`config.mk`:
```
export PLATFORM = sky130hd
export DESIGN_NAME = i2c_reg_bank
export DESIGN_NICKNAME = d
export VERILOG_FILES = /design/src/rtl/i2c_reg_bank.sv
export SDC_FILE = /design/constraint.sdc
export NUM_CORES = 1
export LEC_CHECK = 0
export CAP_MARGIN = 20
export CORE_MARGIN = 2
export CORE_UTILIZATION = 40
export CTS_CLUSTER_DIAMETER = 40
export DETAILED_ROUTE_END_ITERATION = 8
export PLACE_DENSITY = 0.77
export SYNTH_ARGS = -nofsm -noshare
export SYNTH_HDL_FRONTEND = slang
export SYNTH_SLANG_ARGS = --single-unit
export TNS_END_PERCENT = 5
```
`constraint.sdc`:
```
create_clock -name clk -period 4.7 [get_ports clk]
set_clock_uncertainty 0.1 [all_clocks]
set_input_delay 0.94 -clock clk [delete_from_list [all_inputs] [get_ports clk]]
set_output_delay 0.94 -clock clk [all_outputs]
set_load 0.02 [all_outputs]
```
`src/rtl/i2c_reg_bank.sv`:
```
// i2c_reg_bank: byte-wide register bank behind an I2C target front end.
//
// Registers 0..RW_REGS-1 are read/write control bytes; registers
// RW_REGS..NUM_REGS-1 are read-only status bytes. The status bytes are
// captured into a snapshot on every start, so a multi-byte read returns
// values that all belong to the same instant.
// The first byte written after a start is the register pointer. Each
// later byte is written at the pointer, and the pointer then advances.
//
// Ports
//   clk        system clock
//   rst        asynchronous active-high reset
//   start      one-cycle pulse: an addressed transaction begins
//   stop       one-cycle pulse: the bus transaction ended
//   rx_byte    byte received from the controller
//   rx_valid   one-cycle pulse: rx_byte is complete
//   tx_ack     one-cycle pulse: tx_byte was shifted out and acknowledged
//   status_in  read-only register values, low byte = register RW_REGS
//   tx_byte    registered byte for the next controller read (register[ptr])
//   ctrl_regs  control register contents, low byte = register 0
//   wr_pulse   one-cycle pulse when a control register is written
//   wr_addr    register index of the last write
//   busy       high from the cycle after start until the cycle after stop
//
// NUM_REGS must be a power of two and at least 4. RW_REGS must be below
// NUM_REGS.
//
// state | meaning
// IDLE  | no transaction; rx_valid and tx_ack are ignored
// PTR   | after start; the next received byte loads the pointer
// DATA  | received bytes write at ptr, acknowledged reads advance ptr

module i2c_reg_bank #(
  parameter int NUM_REGS = 16,
  parameter int RW_REGS  = 8
) (
  input  logic                             clk,
  input  logic                             rst,
  input  logic                             start,
  input  logic                             stop,
  input  logic [7:0]                       rx_byte,
  input  logic                             rx_valid,
  input  logic                             tx_ack,
  input  logic [8*(NUM_REGS-RW_REGS)-1:0]  status_in,
  output logic [7:0]                       tx_byte,
  output logic [8*RW_REGS-1:0]             ctrl_regs,
  output logic                             wr_pulse,
  output logic [$clog2(NUM_REGS)-1:0]      wr_addr,
  output logic                             busy
);

  localparam int AW      = $clog2(NUM_REGS);
  localparam int RO_REGS = NUM_REGS - RW_REGS;
  localparam logic [AW:0] RW_LIM = (AW+1)'(RW_REGS);

  typedef enum logic [1:0] {
    IDLE = 2'd0,
    PTR  = 2'd1,
    DATA = 2'd2
  } state_t;

  state_t                     state_q, state_d;
  logic [AW-1:0]              ptr_q, ptr_d;
  logic [RW_REGS-1:0][7:0]    ctrl_q, ctrl_d;
  logic [RO_REGS-1:0][7:0]    snap_q, snap_d;
  logic [7:0]                 tx_byte_q, tx_byte_d;
  logic                       wr_pulse_q, wr_pulse_d;
  logic [AW-1:0]              wr_addr_q, wr_addr_d;
  logic                       busy_q, busy_d;

  // One event per cycle: start > stop > rx_valid > tx_ack. Lower-priority
  // pulses arriving in the same cycle are dropped.
  logic ev_start, ev_stop, ev_rx, ev_ack;
  logic ptr_is_rw;
  logic [7:0] all_regs [NUM_REGS];
  logic [7:0] rd_data;

  assign ev_start  = start;
  assign ev_stop   = stop & ~start;
  assign ev_rx     = rx_valid & ~start & ~stop;
  assign ev_ack    = tx_ack & ~start & ~stop & ~rx_valid;
  assign ptr_is_rw = ({1'b0, ptr_q} < RW_LIM);

  // Only the low AW bits of a pointer byte are used.
  generate
    if (AW < 8) begin : g_rx_hi
      logic unused_rx_hi;
      assign unused_rx_hi = ^rx_byte[7:AW];
    end
  endgenerate

  always_comb begin
    state_d    = state_q;
    ptr_d      = ptr_q;
    ctrl_d     = ctrl_q;
    snap_d     = snap_q;
    wr_pulse_d = 1'b0;
    wr_addr_d  = wr_addr_q;
    busy_d     = busy_q;

    if (ev_start) begin
      // Neither the pointer nor the control registers change here, so a
      // read with no pointer byte continues from the last pointer.
      state_d = PTR;
      snap_d  = status_in;
      busy_d  = 1'b1;
    end else if (ev_stop) begin
      state_d = IDLE;
      busy_d  = 1'b0;
    end else if (ev_rx) begin
      case (state_q)
        PTR: begin
          ptr_d   = rx_byte[AW-1:0];
          state_d = DATA;
        end
        DATA: begin
          if (ptr_is_rw) begin
            for (int i = 0; i < RW_REGS; i++) begin
              if (ptr_q == AW'(i)) ctrl_d[i] = rx_byte;
            end
            wr_pulse_d = 1'b1;
            wr_addr_d  = ptr_q;
          end
          ptr_d = ptr_q + AW'(1);
        end
        default: ;
      endcase
    end else if (ev_ack && (state_q != IDLE)) begin
      ptr_d   = ptr_q + AW'(1);
      state_d = DATA;
    end
  end

  // Flat view of the register map for the read mux.
  always_comb begin
    for (int i = 0; i < RW_REGS; i++) all_regs[i] = ctrl_q[i];
    for (int i = 0; i < RO_REGS; i++) all_regs[RW_REGS+i] = snap_q[i];
  end

  assign rd_data   = all_regs[ptr_q];
  assign tx_byte_d = rd_data;

  always_ff @(posedge clk or posedge rst) begin
    if (rst) begin
      state_q    <= IDLE;
      ptr_q      <= '0;
      ctrl_q     <= '0;
      snap_q     <= '0;
      tx_byte_q  <= '0;
      wr_pulse_q <= 1'b0;
      wr_addr_q  <= '0;
      busy_q     <= 1'b0;
    end else begin
      state_q    <= state_d;
      ptr_q      <= ptr_d;
      ctrl_q     <= ctrl_d;
      snap_q     <= snap_d;
      tx_byte_q  <= tx_byte_d;
      wr_pulse_q <= wr_pulse_d;
      wr_addr_q  <= wr_addr_d;
      busy_q     <= busy_d;
    end
  end

  assign tx_byte   = tx_byte_q;
  assign ctrl_regs = ctrl_q;
  assign wr_pulse  = wr_pulse_q;
  assign wr_addr   = wr_addr_q;
  assign busy      = busy_q;

endmodule

```
==> run metrics <==
status=finished clean; r2r setup slk=2.34 ns; CP Class=in -> reg; Tcrit/Tclk final=0.621; Worst Hold Endpoint=busy; Max FO, Critical Path=8; Post-CTS Hold Buffers=0; Synth area leader=dfrtp_1; first-pass GRT wire length=26.7 mm; R2R cell count=4; # IOs=156; Worst Path Required=4.91 ns; postcts setup bufs=0; Max-slew headroom=0.441; number of fill cells in the layout=1466; row count=48; CTS resizes=0; top-area cell type share of the netlist area=0.529; largest net degree at the start of global routing=149; Initial Utilization=0.407; Reg2Reg Capture Point=tx_byte[5]; Avg Vias per Cell=5.22; Mapped Area=0.00700 mm^2; biggest cell delay along the critical path=0.55 ns; post-route ant nets=0; M2 GR Usage=0.306; Post-synth top cells=148 x dfrtp_1, 128 x mux2_2, 64 x buf_4; final setup TNS=0 ns; post-synthesis mux area share=0.317; max frequency=343 MHz; Syn Area/Cell=14.7 um^2; RR Startpoint=ptr_q[0]; Clock transition at path regs=0.06 ns; initial antenna violation count=0; gpl congestion=0.788; slowest cell on the critical path=clkdlybuf4s50_1; post-synthesis adder-cell area fraction=0.00715; fin crit period=2.92 ns; crit-path leading delay family=simple AND/OR/NAND/NOR gates; # diodes=0; Peak VDD IR=0.296 mV; PortBufs=155; largest family of logic cells by synthesized area=multiplexers; Slew Limit Fails=0; Ys Warns=0; largest cells by area after synthesis=dfrtp_1 53%, mux2_2 21%, mux4_2 10%, buf_4 6.9%, o22ai_1 1.4%; GR Util met3=0.0537; grt total ovfl=0; placed inst area=0.00831 mm^2; DP HPWL=12.0 mm; H-tree levels=4; RSZ-0062 raised after global routing=false; Post-synth EDFFs=0; cell area after layout=0.00893 mm^2; CTS tree=done; Seq/Total Area, Yosys=0.529; Synth Area in Compound Gates=0.0234; worst min-delay path class=reg -> reg; Core Box Area=0.0172 mm^2; GRT busiest layer=met2; dpl ws=1.32 ns; 1st-iter DRT viols=291; CTS max path bufs=2; type of origin of the critical path=primary input; final setup violation count=0; Seq cells post-synth=148; CTS Buf Count=17; HP Start=busy; routed wire length=16.8 mm; Clock Tree Root=clkbuf_16; share of layout cells above drive strength 1=0.357; Yosys cell types=35; clock tree sinks=148; Overall Global Routing Usage=0.196; most common cell in the synthesized netlist=dfrtp_1; DRT Pass-1 Iters=4; worst path bufs/invs=1; vias in the first global route=4565; Syn Inst Count=475; layout net count=651; Hold Vio Cnt, Final=0; worst-margin pin slew=0.839 ns; Via Count=4211; drt wl/cell=20.9 um; area delta synth->final=27.6%; grt met1 use=0.265; fin worst setup slack=1.78 ns; Leakage Power=3.85 nW; Worst setup EP type=flip-flop; Fin Hold WS=0.376 ns; Pwr Density=442 mW/mm^2; fraction of registers with async set/reset=1.00; Worst Path Arrival=3.13 ns; critical path, cell by cell=clkdlybuf4s50_1, or3b_4, nor4_2, nand2_1, mux2_1; Die X-Extent=136 um; top_reg_cell synth=dfrtp_1; net count after synthesis=557; hold depth=1; max_cap viols=0; fraction of synthesized cell area in xor and xnor cells=0; die area=0.0186 mm^2; Synth Area in Simple Gates=0.0399; Die Ht=136 um; DRC viols=0; Clock Latency Late Sink=0.43 ns
## metrics by stage
stage | power (W) | utilization | instances
4_1_cts | 0.00396 | 0.518 | 806
2_1_floorplan | 0.00221 | - | 475
3_3_place_gp | 0.00257 | 0.484 | 774
6_report | 0.00395 | 0.520 | 807
3_5_place_dp | 0.00259 | 0.484 | 774
5_1_grt | 0.00414 | 0.520 | 807
## worst reg2reg max path, cell delays in order (launching register included)
cell     delay, ns
dfrtp_2       0.75
buf_4         0.48
mux4_2        0.62
o22ai_1       0.23
nor2_1        0.07
## state kept, by name, indices dropped and copies added, names as in the netlist
| signal | cells |
|---|---|
| all_regs | 64 |
| ctrl_regs | 64 |
| tx_byte | 8 |
| ptr_q | 4 |
| wr_addr | 4 |
| state_q | 2 |
| busy | 1 |
| wr_pulse | 1 |
## kinds of logic after synthesis
family | after synthesis
adders and majority gates | 4
and+or+nand+nor | 43
AOI/OAI and AO/OA | 25
DFF | 148
muxes | 165
buffers and inverters | 90
## where the power goes
group / internal, W / switching (W)
Clock: 0.000857 / 0.000507
Combinational: 0.000517 / 0.000518
Sequential: 0.00141 / 0.000135
## metal layers
metal,vias up,wire [um],share of wire
met5,-,0,0
li1,1856,-,-
met4,0,297,0.018
met1,2199,7380,0.44
met2,134,8210,0.49
met3,22,961,0.057
## cells in the final DEF (no fill, tap or decap), drive strengths merged, types with 2 or more instances in the layout
cell           netlist  layout
clkdlybuf4s50        0     154
nand2               11      11
or2                  3       3
bufinv               0       3
mux2               131     131
dfrtp              148     148
clkbuf              13      22
clkinv               0       5
inv                  5       4
o22ai               16      16
nor2                10      10
nand2b               2       2
buf                 72       6
mux4                32      32
nor3                 2       2
mux2i                2       2
ha                   4       4
nand3                9       9
clkinvlp             0       3
## area by class of cell
| type | instances | area, um^2 | share of cell area |
|---|---|---|---|
| Clock buffer | 22 | 464 | 0.0520 |
| Sequential cell | 148 | 3700 | 0.415 |
| Clock inverter | 10 | 130 | 0.0146 |
| Tap cell | 225 | 282 | 0.0315 |
| Timing Repair Buffer | 160 | 1620 | 0.181 |
| Inverter | 5 | 22.5 | 0.00252 |
| Multi-Input combinational cell | 237 | 2710 | 0.303 |
## worst max-delay path by stage
stage,startpoint,endpoint,slack (ns),cells past startpoint
after detailed placement,rx_valid,ctrl_regs[29],1.32,5
after global placement,rx_valid,ctrl_regs[29],1.36,5
after CTS,rx_valid,ctrl_regs[29],1.77,5
after floorplan,rst,all_regs[0],1.80,1
final,rx_valid,ctrl_regs[29],1.78,5
after global routing,rx_valid,ctrl_regs[29],1.60,5
No activity file was read; power rests on OpenSTA's default activity.
